`src/rtl/fifo_pkg.sv`:
```
// fifo_pkg: helpers shared by the write- and read-side controllers of the
// dual-clock Gray-pointer FIFO.
//   fifo_depth(aw)  : number of entries for an address width (2**aw)
//   bin2gray/gray2bin : pointer code conversions, usable at any width <= 32
//   SYNC_STAGES_MIN : fewest flops allowed in a pointer synchroniser
package fifo_pkg;

    localparam int SYNC_STAGES_MIN = 2;

    function automatic int unsigned fifo_depth(input int unsigned aw);
        return 32'd1 << aw;
    endfunction

    // Both conversions act on a zero-extended value, so the caller picks the
    // width by casting the argument in and the result back out.
    function automatic logic [31:0] bin2gray(input logic [31:0] b);
        return b ^ (b >> 1);
    endfunction

    function automatic logic [31:0] gray2bin(input logic [31:0] g);
        logic [31:0] b;
        b = '0;
        for (int unsigned i = 0; i < 32; i++) begin
            b[i] = ^(g >> i);
        end
        return b;
    endfunction

endpackage

```
`src/rtl/fifo_ptr_sync.sv`:
```
// fifo_ptr_sync: STAGES-deep flop chain carrying a Gray pointer into another
// clock domain. Synchronous active-high reset flushes every stage.
//   i_clk : destination-domain clock
//   i_rst : synchronous reset, active-high
//   i_d   : pointer from the other domain (unsynchronised)
//   o_q   : last stage of the chain
module fifo_ptr_sync
    import fifo_pkg::*;
#(
    parameter int W      = 4,
    parameter int STAGES = 2
) (
    input  logic         i_clk,
    input  logic         i_rst,
    input  logic [W-1:0] i_d,
    output logic [W-1:0] o_q
);

    // Requests below the minimum are raised to it rather than weakening the chain.
    localparam int unsigned N = (STAGES < SYNC_STAGES_MIN) ? SYNC_STAGES_MIN : STAGES;

    logic [W-1:0] r_stage [N];

    always_ff @(posedge i_clk) begin
        if (i_rst) begin
            for (int unsigned i = 0; i < N; i++) begin
                r_stage[i] <= '0;
            end
        end else begin
            r_stage[0] <= i_d;
            for (int unsigned i = 1; i < N; i++) begin
                r_stage[i] <= r_stage[i-1];
            end
        end
    end

    assign o_q = r_stage[N-1];

endmodule

```
`src/rtl/fifo_wr_ctrl.sv`:
```
// fifo_wr_ctrl: write-side controller of the dual-clock Gray-pointer FIFO.
// Holds binary/Gray write pointers and memory address, synchronises the read
// Gray pointer, and registers full / almost-full / level / overflow status.
//   wr_clk_wr, wr_rst_wr : clock, synchronous active-high reset
//   wr_inc_wr            : write request
//   rd_gptr_wr           : read-domain Gray pointer (unsynchronised)
//   wr_en_mem_wr         : memory write strobe (combinational)
//   wr_addr_wr           : memory write address
//   wr_ptr_wr            : Gray write pointer to the read domain
//   full_wr, almost_full_wr, level_wr, overflow_wr : status
// Build option FIFO_WR_OVF_STICKY_EN: overflow_wr latches until reset instead
// of pulsing for one cycle after each dropped write.
module fifo_wr_ctrl
    import fifo_pkg::*;
#(
    parameter int ADDR_W      = 3,
    parameter int AF_LEVEL    = 6,
    parameter int SYNC_STAGES = 2
) (
    input  logic              wr_clk_wr,
    input  logic              wr_rst_wr,
    input  logic              wr_inc_wr,
    input  logic [ADDR_W:0]   rd_gptr_wr,
    output logic              wr_en_mem_wr,
    output logic [ADDR_W-1:0] wr_addr_wr,
    output logic [ADDR_W:0]   wr_ptr_wr,
    output logic              full_wr,
    output logic              almost_full_wr,
    output logic [ADDR_W:0]   level_wr,
    output logic              overflow_wr
);

    localparam int PW    = ADDR_W + 1;
    localparam int DEPTH = int'(fifo_depth(ADDR_W));
    localparam int AF_EFF = (AF_LEVEL > DEPTH) ? DEPTH : AF_LEVEL;
    localparam logic [PW-1:0] AF_THR = PW'(AF_EFF);
    // Full when the Gray write pointer equals the read pointer with its top two bits inverted.
    localparam logic [PW-1:0] FULL_MASK = PW'(3) << (ADDR_W - 1);

    logic [PW-1:0]     r_bin;
    logic [PW-1:0]     r_gptr;
    logic [ADDR_W-1:0] r_addr;
    logic [PW-1:0]     r_level;
    logic              r_full;
    logic              r_af;
    logic              r_ovf;

    logic              w_accept;
    logic              w_drop;
    logic [PW-1:0]     w_sq_rptr;
    logic [PW-1:0]     w_bin_next;
    logic [PW-1:0]     w_gptr_next;
    logic [PW-1:0]     w_rptr_bin;
    logic [PW-1:0]     w_level_next;

    fifo_ptr_sync #(
        .W      (PW),
        .STAGES (SYNC_STAGES)
    ) u_rptr_sync (
        .i_clk (wr_clk_wr),
        .i_rst (wr_rst_wr),
        .i_d   (rd_gptr_wr),
        .o_q   (w_sq_rptr)
    );

    assign w_accept = wr_inc_wr & ~r_full;
    assign w_drop   = wr_inc_wr &  r_full;

    always_comb begin
        w_bin_next   = w_accept ? (r_bin + PW'(1)) : r_bin;
        w_gptr_next  = PW'(bin2gray(32'(w_bin_next)));
        w_rptr_bin   = PW'(gray2bin(32'(w_sq_rptr)));
        w_level_next = w_bin_next - w_rptr_bin;
    end

    always_ff @(posedge wr_clk_wr) begin
        if (wr_rst_wr) begin
            r_bin   <= '0;
            r_gptr  <= '0;
            r_addr  <= '0;
            r_level <= '0;
            r_full  <= 1'b0;
            r_af    <= 1'b0;
            r_ovf   <= 1'b0;
        end else begin
            r_bin   <= w_bin_next;
            r_gptr  <= w_gptr_next;
            r_addr  <= w_bin_next[ADDR_W-1:0];
            r_level <= w_level_next;
            r_full  <= (w_gptr_next == (w_sq_rptr ^ FULL_MASK));
            r_af    <= (w_level_next >= AF_THR);
`ifdef FIFO_WR_OVF_STICKY_EN
            r_ovf   <= r_ovf | w_drop;
`else
            r_ovf   <= w_drop;
`endif
        end
    end

    assign wr_en_mem_wr   = w_accept;
    assign wr_addr_wr     = r_addr;
    assign wr_ptr_wr      = r_gptr;
    assign full_wr        = r_full;
    assign almost_full_wr = r_af;
    assign level_wr       = r_level;
    assign overflow_wr    = r_ovf;

endmodule

```
`config.mk`:
```
export PLATFORM = sky130hd
export DESIGN_NAME = fifo_wr_ctrl
export DESIGN_NICKNAME = d
export VERILOG_FILES = /design/src/rtl/fifo_pkg.sv /design/src/rtl/fifo_ptr_sync.sv /design/src/rtl/fifo_wr_ctrl.sv
export SDC_FILE = /design/constraint.sdc
export NUM_CORES = 1
export LEC_CHECK = 0
export BUFFER_PORTS_ARGS = -buffer_cell sky130_fd_sc_hd__buf_2
export CORE_MARGIN = 4
export CORE_UTILIZATION = 45
export DETAILED_ROUTE_END_ITERATION = 10
export PLACE_DENSITY = 0.7
export SYNTH_ARGS = -nofsm -noshare
export SYNTH_HDL_FRONTEND = slang
export SYNTH_SLANG_ARGS = --single-unit
export TNS_END_PERCENT = 1
```
`constraint.sdc`:
```
create_clock -name wr_clk_wr -period 2.5 [get_ports wr_clk_wr]
set_clock_uncertainty 0.05 [all_clocks]
set_input_delay 0.25 -clock wr_clk_wr [delete_from_list [all_inputs] [get_ports wr_clk_wr]]
set_output_delay 0.25 -clock wr_clk_wr [all_outputs]
set_load 0.01 [all_outputs]
```
After elaboration in Yosys (flattened, before gate mapping)
Memories as Yosys holds them, arrays and structs flattened.
Cells that the tools add are included.
{"block": "totals", "reg_bits": 18, "ramBits": 8, "in_bits": 7, "output_inout_bits": 15, "word_cells": 29, "memories": 1}
{"block": "classes", "add_sub_neg": 2, "magnitude_cmp": 1, "eq_ne": 1, "n_mux": 6, "bitwise_logic": 7, "reduce_logical": 4}
{"memory": "u_rptr_sync.r_stage", "depth": 2, "width": 4, "rd": 2, "rd_ports_with_merged_regs": 0, "write_ports": 2, "line": "fifo_ptr_sync.sv:22", "source": "logic [W-1:0] r_stage [N];"}
{"operator": "32-bit XOR reduction", "n": 4}
{"operator": "4-bit 2-to-1 mux", "n": 3}
{"operator": "4-bit by 1-bit adder with 4-bit output, second input constant", "n": 1}
{"operator": "4-bit equality test", "n": 1}
{"operator": "4-bit by 3-bit greater-or-equal comparator with 1-bit output, second input constant", "n": 1}
{"operator": "4-bit subtractor", "n": 1}
{"operator": "4-bit by 3-bit bitwise XOR with 4-bit output", "n": 1}
{"operator": "1-bit 2-to-1 mux", "n": 3}
{"operator": "1-bit bitwise AND", "n": 2}
{"operator": "2-bit NOT", "n": 1}
{"operator": "1-bit bitwise OR", "n": 2}
{"operator": "1-bit NOT", "n": 1}

Depth between registers and ports, before layout
{"block": "depth", "depth_word": 5, "mapped_depth": 9, "mapped_depth_nobuf": 9}

Hierarchy
Synthesis repeated with hierarchy kept, for this count alone.
{"block": "unflattened", "cells_unflattened": 86, "area_unflattened_um2": 949.7}
{"mod": "fifo_wr_ctrl", "instances": 1, "cells_per_inst": 66, "area_each_um2": 709.4, "seq_area_each_um2": 280.3}
{"mod": "fifo_ptr_sync", "instances": 1, "cells_per_inst": 20, "area_each_um2": 240.2, "seq_area_each_um2": 160.2}

Least setup slack after synthesis
Ideal clock, no wire load.
{"block": "synth_timing", "path_type": "reg2reg", "start": "memory u_rptr_sync.r_stage[1][3] (netlist: u_rptr_sync.r_stage[0][7])", "end": "register r_af (netlist: almost_full_wr)", "setup_time_ns": 0.069, "arrival_ns": 1.950, "required_ns": 2.381, "path_slack_ns": 0.431, "stages_incl_launch_ff": 8, "path_buffers": 0, "period_less_slack_ns": 2.069, "path_cell_list": "dfxtp_1 -> xnor2_1 -> xor2_1 -> xnor2_1 -> ha_1 -> fa_1 -> or3_1 -> o21ai_1"}
{"item": "from (decl)", "line": "fifo_ptr_sync.sv:22"}
{"item": "to (signal assigned)", "line": "fifo_wr_ctrl.sv:91", "source": "r_af <= (w_level_next >= AF_THR);"}
{"item": "to (decl)", "line": "fifo_wr_ctrl.sv:45", "source": "logic r_af;"}

==> metrics <==
status=completed; core area=1940 um2; most used cell, CP=xnor2_1; headroom to the max-slew limit=0.738; worst hold stages=2; max-slew violations=0; IO buf count=21; number of synthesized register bits=22; setup TNS=0 ps; Hold Path Origin=rd_gptr_wr[3]; Worst-path clk slew=120 ps; CP max-delay cell=fa_1; final worst slack=283 ps; fin crit period=2220 ps; Core Rows=16; clock sinks=22; crit-path max FO=3; unrepaired setup endpoints after global routing=no; P_leak=0.498 nW; Post-CTS Resized=0; post-DP HPWL=1110 um; Synth-to-Final Area Change=17.8%; MaxCap Viol Count=0; Tcrit/Tclk final=0.887; Crit path max-delay family=XOR/XNOR gates; Seq. cell area=440 um2; total iterations of the first detailed-routing run=4; share of layout cells above drive strength 1=0.311; Total Wirelength=1520 um; largest cells by area after synthesis=dfxtp_1 48%, xnor2_1 7.6%, ha_1 5.4%; initial antenna violation count=0; Worst Hold Endpoint=u_rptr_sync.r_stage[0][3]; fill cell count=179; WP data required=2710 ps; R2R setup slack=280 ps; CP endpoint kind=flop; gr usage total=0.134; GPL Wtd Cong=0.760; Commonest cells post-synth=22 x dfxtp_1, 12 x nor2_1, 8 x nor2b_1, 8 x xnor2_1, 5 x xor2_1; Die Area=2830 um2; H-tree depth=1; ant diodes=0; fin area=1080 um2; Max Buffers Root-to-Sink=2; # DRC=0; prevailing post-synth register cell=dfxtp_1; maximum clock rate=0.451 GHz; CP Launch Type=flop; Routed Antenna Nets=0; CTS tree=built; Yosys warning count=0; placed cells=129; count leader, synth=dfxtp_1; Vias per Instance=4.56; post-synthesis sequential area ratio=0.480; Synth cell types=24; asr flop ratio synth=0; total grt overflow=0; final core occ=0.557; total power draw=757 uW; Worst R2R End=almost_full_wr; top cell type by total area after synthesis=dfxtp_1; CP cell instances=xnor2_1, xor2_1, xnor2_1, ha_1, fa_1, or3_1, o21ai_1; worst slew pin tran=392 ps; first-pass GRT wire length=2620 um; Reg2Reg Depth=7; clk root buf=clkbuf_4; Worst path max stage delay=440 ps; WHS=87.0 ps; vias in the first global route=603; Mapped Cells=83; synthesized area=918 um2; Buf/Inv on CP=0; Post-Synthesis Net Count=95; chip height=53.2 um; HP Class=in2reg; Reg2Reg Launch Point=u_rptr_sync.r_stage[0][7]; final number of setup-violating endpoints=0; WP data arrival=2420 ps; Avg Inst Size Synth=11.1 um2; Worst-Skew Late Latency=310 ps; CTS Hold Bufs=0; CTS Buf Count=3; Area after DPL=1050 um2; Power Density=699 nW/um2; Avg WL per Cell=11.4 um; Setup Buffers After CTS=0; 1st-iter DRT viols=12; Yosys top cell area share=0.480; io pins=22; Multi-input gate area=444 um2; Initial Util=0.473; Hold Fails Final Rpt=0; worst setup path class=reg2reg; Peak supply drop=0.459 mV; vias after detailed routing=607; largest net degree at the start of global routing=24; worst slack, placed=301 ps; count of flip-flops with a built-in enable after synthesis=0; Final Non-Filler Cells=133; die width=53.2 um; nets@finish=119
how the worst max path moves through the flow:
stage | from | to | slack (ps) | cells after the start
global placement | r_bin[1] | almost_full_wr | 380 | 8
detailed placement | u_rptr_sync.r_stage[0][7] | almost_full_wr | 300 | 7
global route | u_rptr_sync.r_stage[0][7] | almost_full_wr | 130 | 7
finish | u_rptr_sync.r_stage[0][7] | almost_full_wr | 280 | 7
floorplan | u_rptr_sync.r_stage[0][7] | almost_full_wr | 430 | 7
CTS | u_rptr_sync.r_stage[0][7] | almost_full_wr | 270 | 7
cell families after synthesis:
family	count (synthesis)	share of synthesized area
xor gates and xnor gates	15	0.173
muxes	1	0.0245
and+or+nand+nor	28	0.169
adders and majority gates	5	0.0763
AOI/OAI and AO/OA	5	0.0409
buffers and inverters	7	0.0368
DFF	22	0.480
metal layers:
| layer | vias to the layer above | routed length (um) | GRT usage |
|---|---|---|---|
| met5 | - | 0 | 0 |
| met3 | 4 | 84 | 0.0423 |
| met1 | 274 | 639 | 0.154 |
| met2 | 19 | 759 | 0.213 |
| met4 | 0 | 36 | 0.0851 |
| li1 | 310 | - | - |
registers in the layout (all words and copies together) (netlist names):
name	cells
almost_full_wr	1
full_wr	1
level_wr	4
overflow_wr	1
r_bin	3
u_rptr_sync.r_stage	8
wr_ptr_wr	4
report_power, final:
| part | switching, mW | leakage [nW] | internal, mW |
|---|---|---|---|
| Clock | 0.106 | 0.0210 | 0.0890 |
| Combinational | 0.0890 | 0.296 | 0.0775 |
| Sequential | 0.0127 | 0.181 | 0.383 |
cell type report:
| cell class | instances | share of cell area |
|---|---|---|
| multi-input cells | 54 | 0.410 |
| flip-flops and latches | 22 | 0.407 |
| repair buffers | 22 | 0.104 |
| clock buffers | 4 | 0.0335 |
| well taps | 27 | 0.0312 |
| inverters | 4 | 0.0139 |
cell usage in the layout, fill, tap and decap left out, drive strengths merged:
cell / count
mux2i: 1
xnor3: 2
nand3b: 1
nand3: 1
a2111oi: 1
fa: 1
nand2: 2
xor2: 5
a21o: 1
inv: 4
nor2: 12
and4: 1
a21oi: 1
xnor2: 8
clkbuf: 4
dfxtp: 22
buf: 22
or3: 2
ha: 4
nor2b: 9
o21ai: 2
worst reg2reg max path: stages, from the launching register on:
cell	delay, ps
dfxtp_1	340
xnor2_1	240
xor2_1	290
xnor2_1	160
ha_1	210
fa_1	440
or3_1	370
o21ai_1	70
No activity file was read; power rests on OpenSTA's default activity.
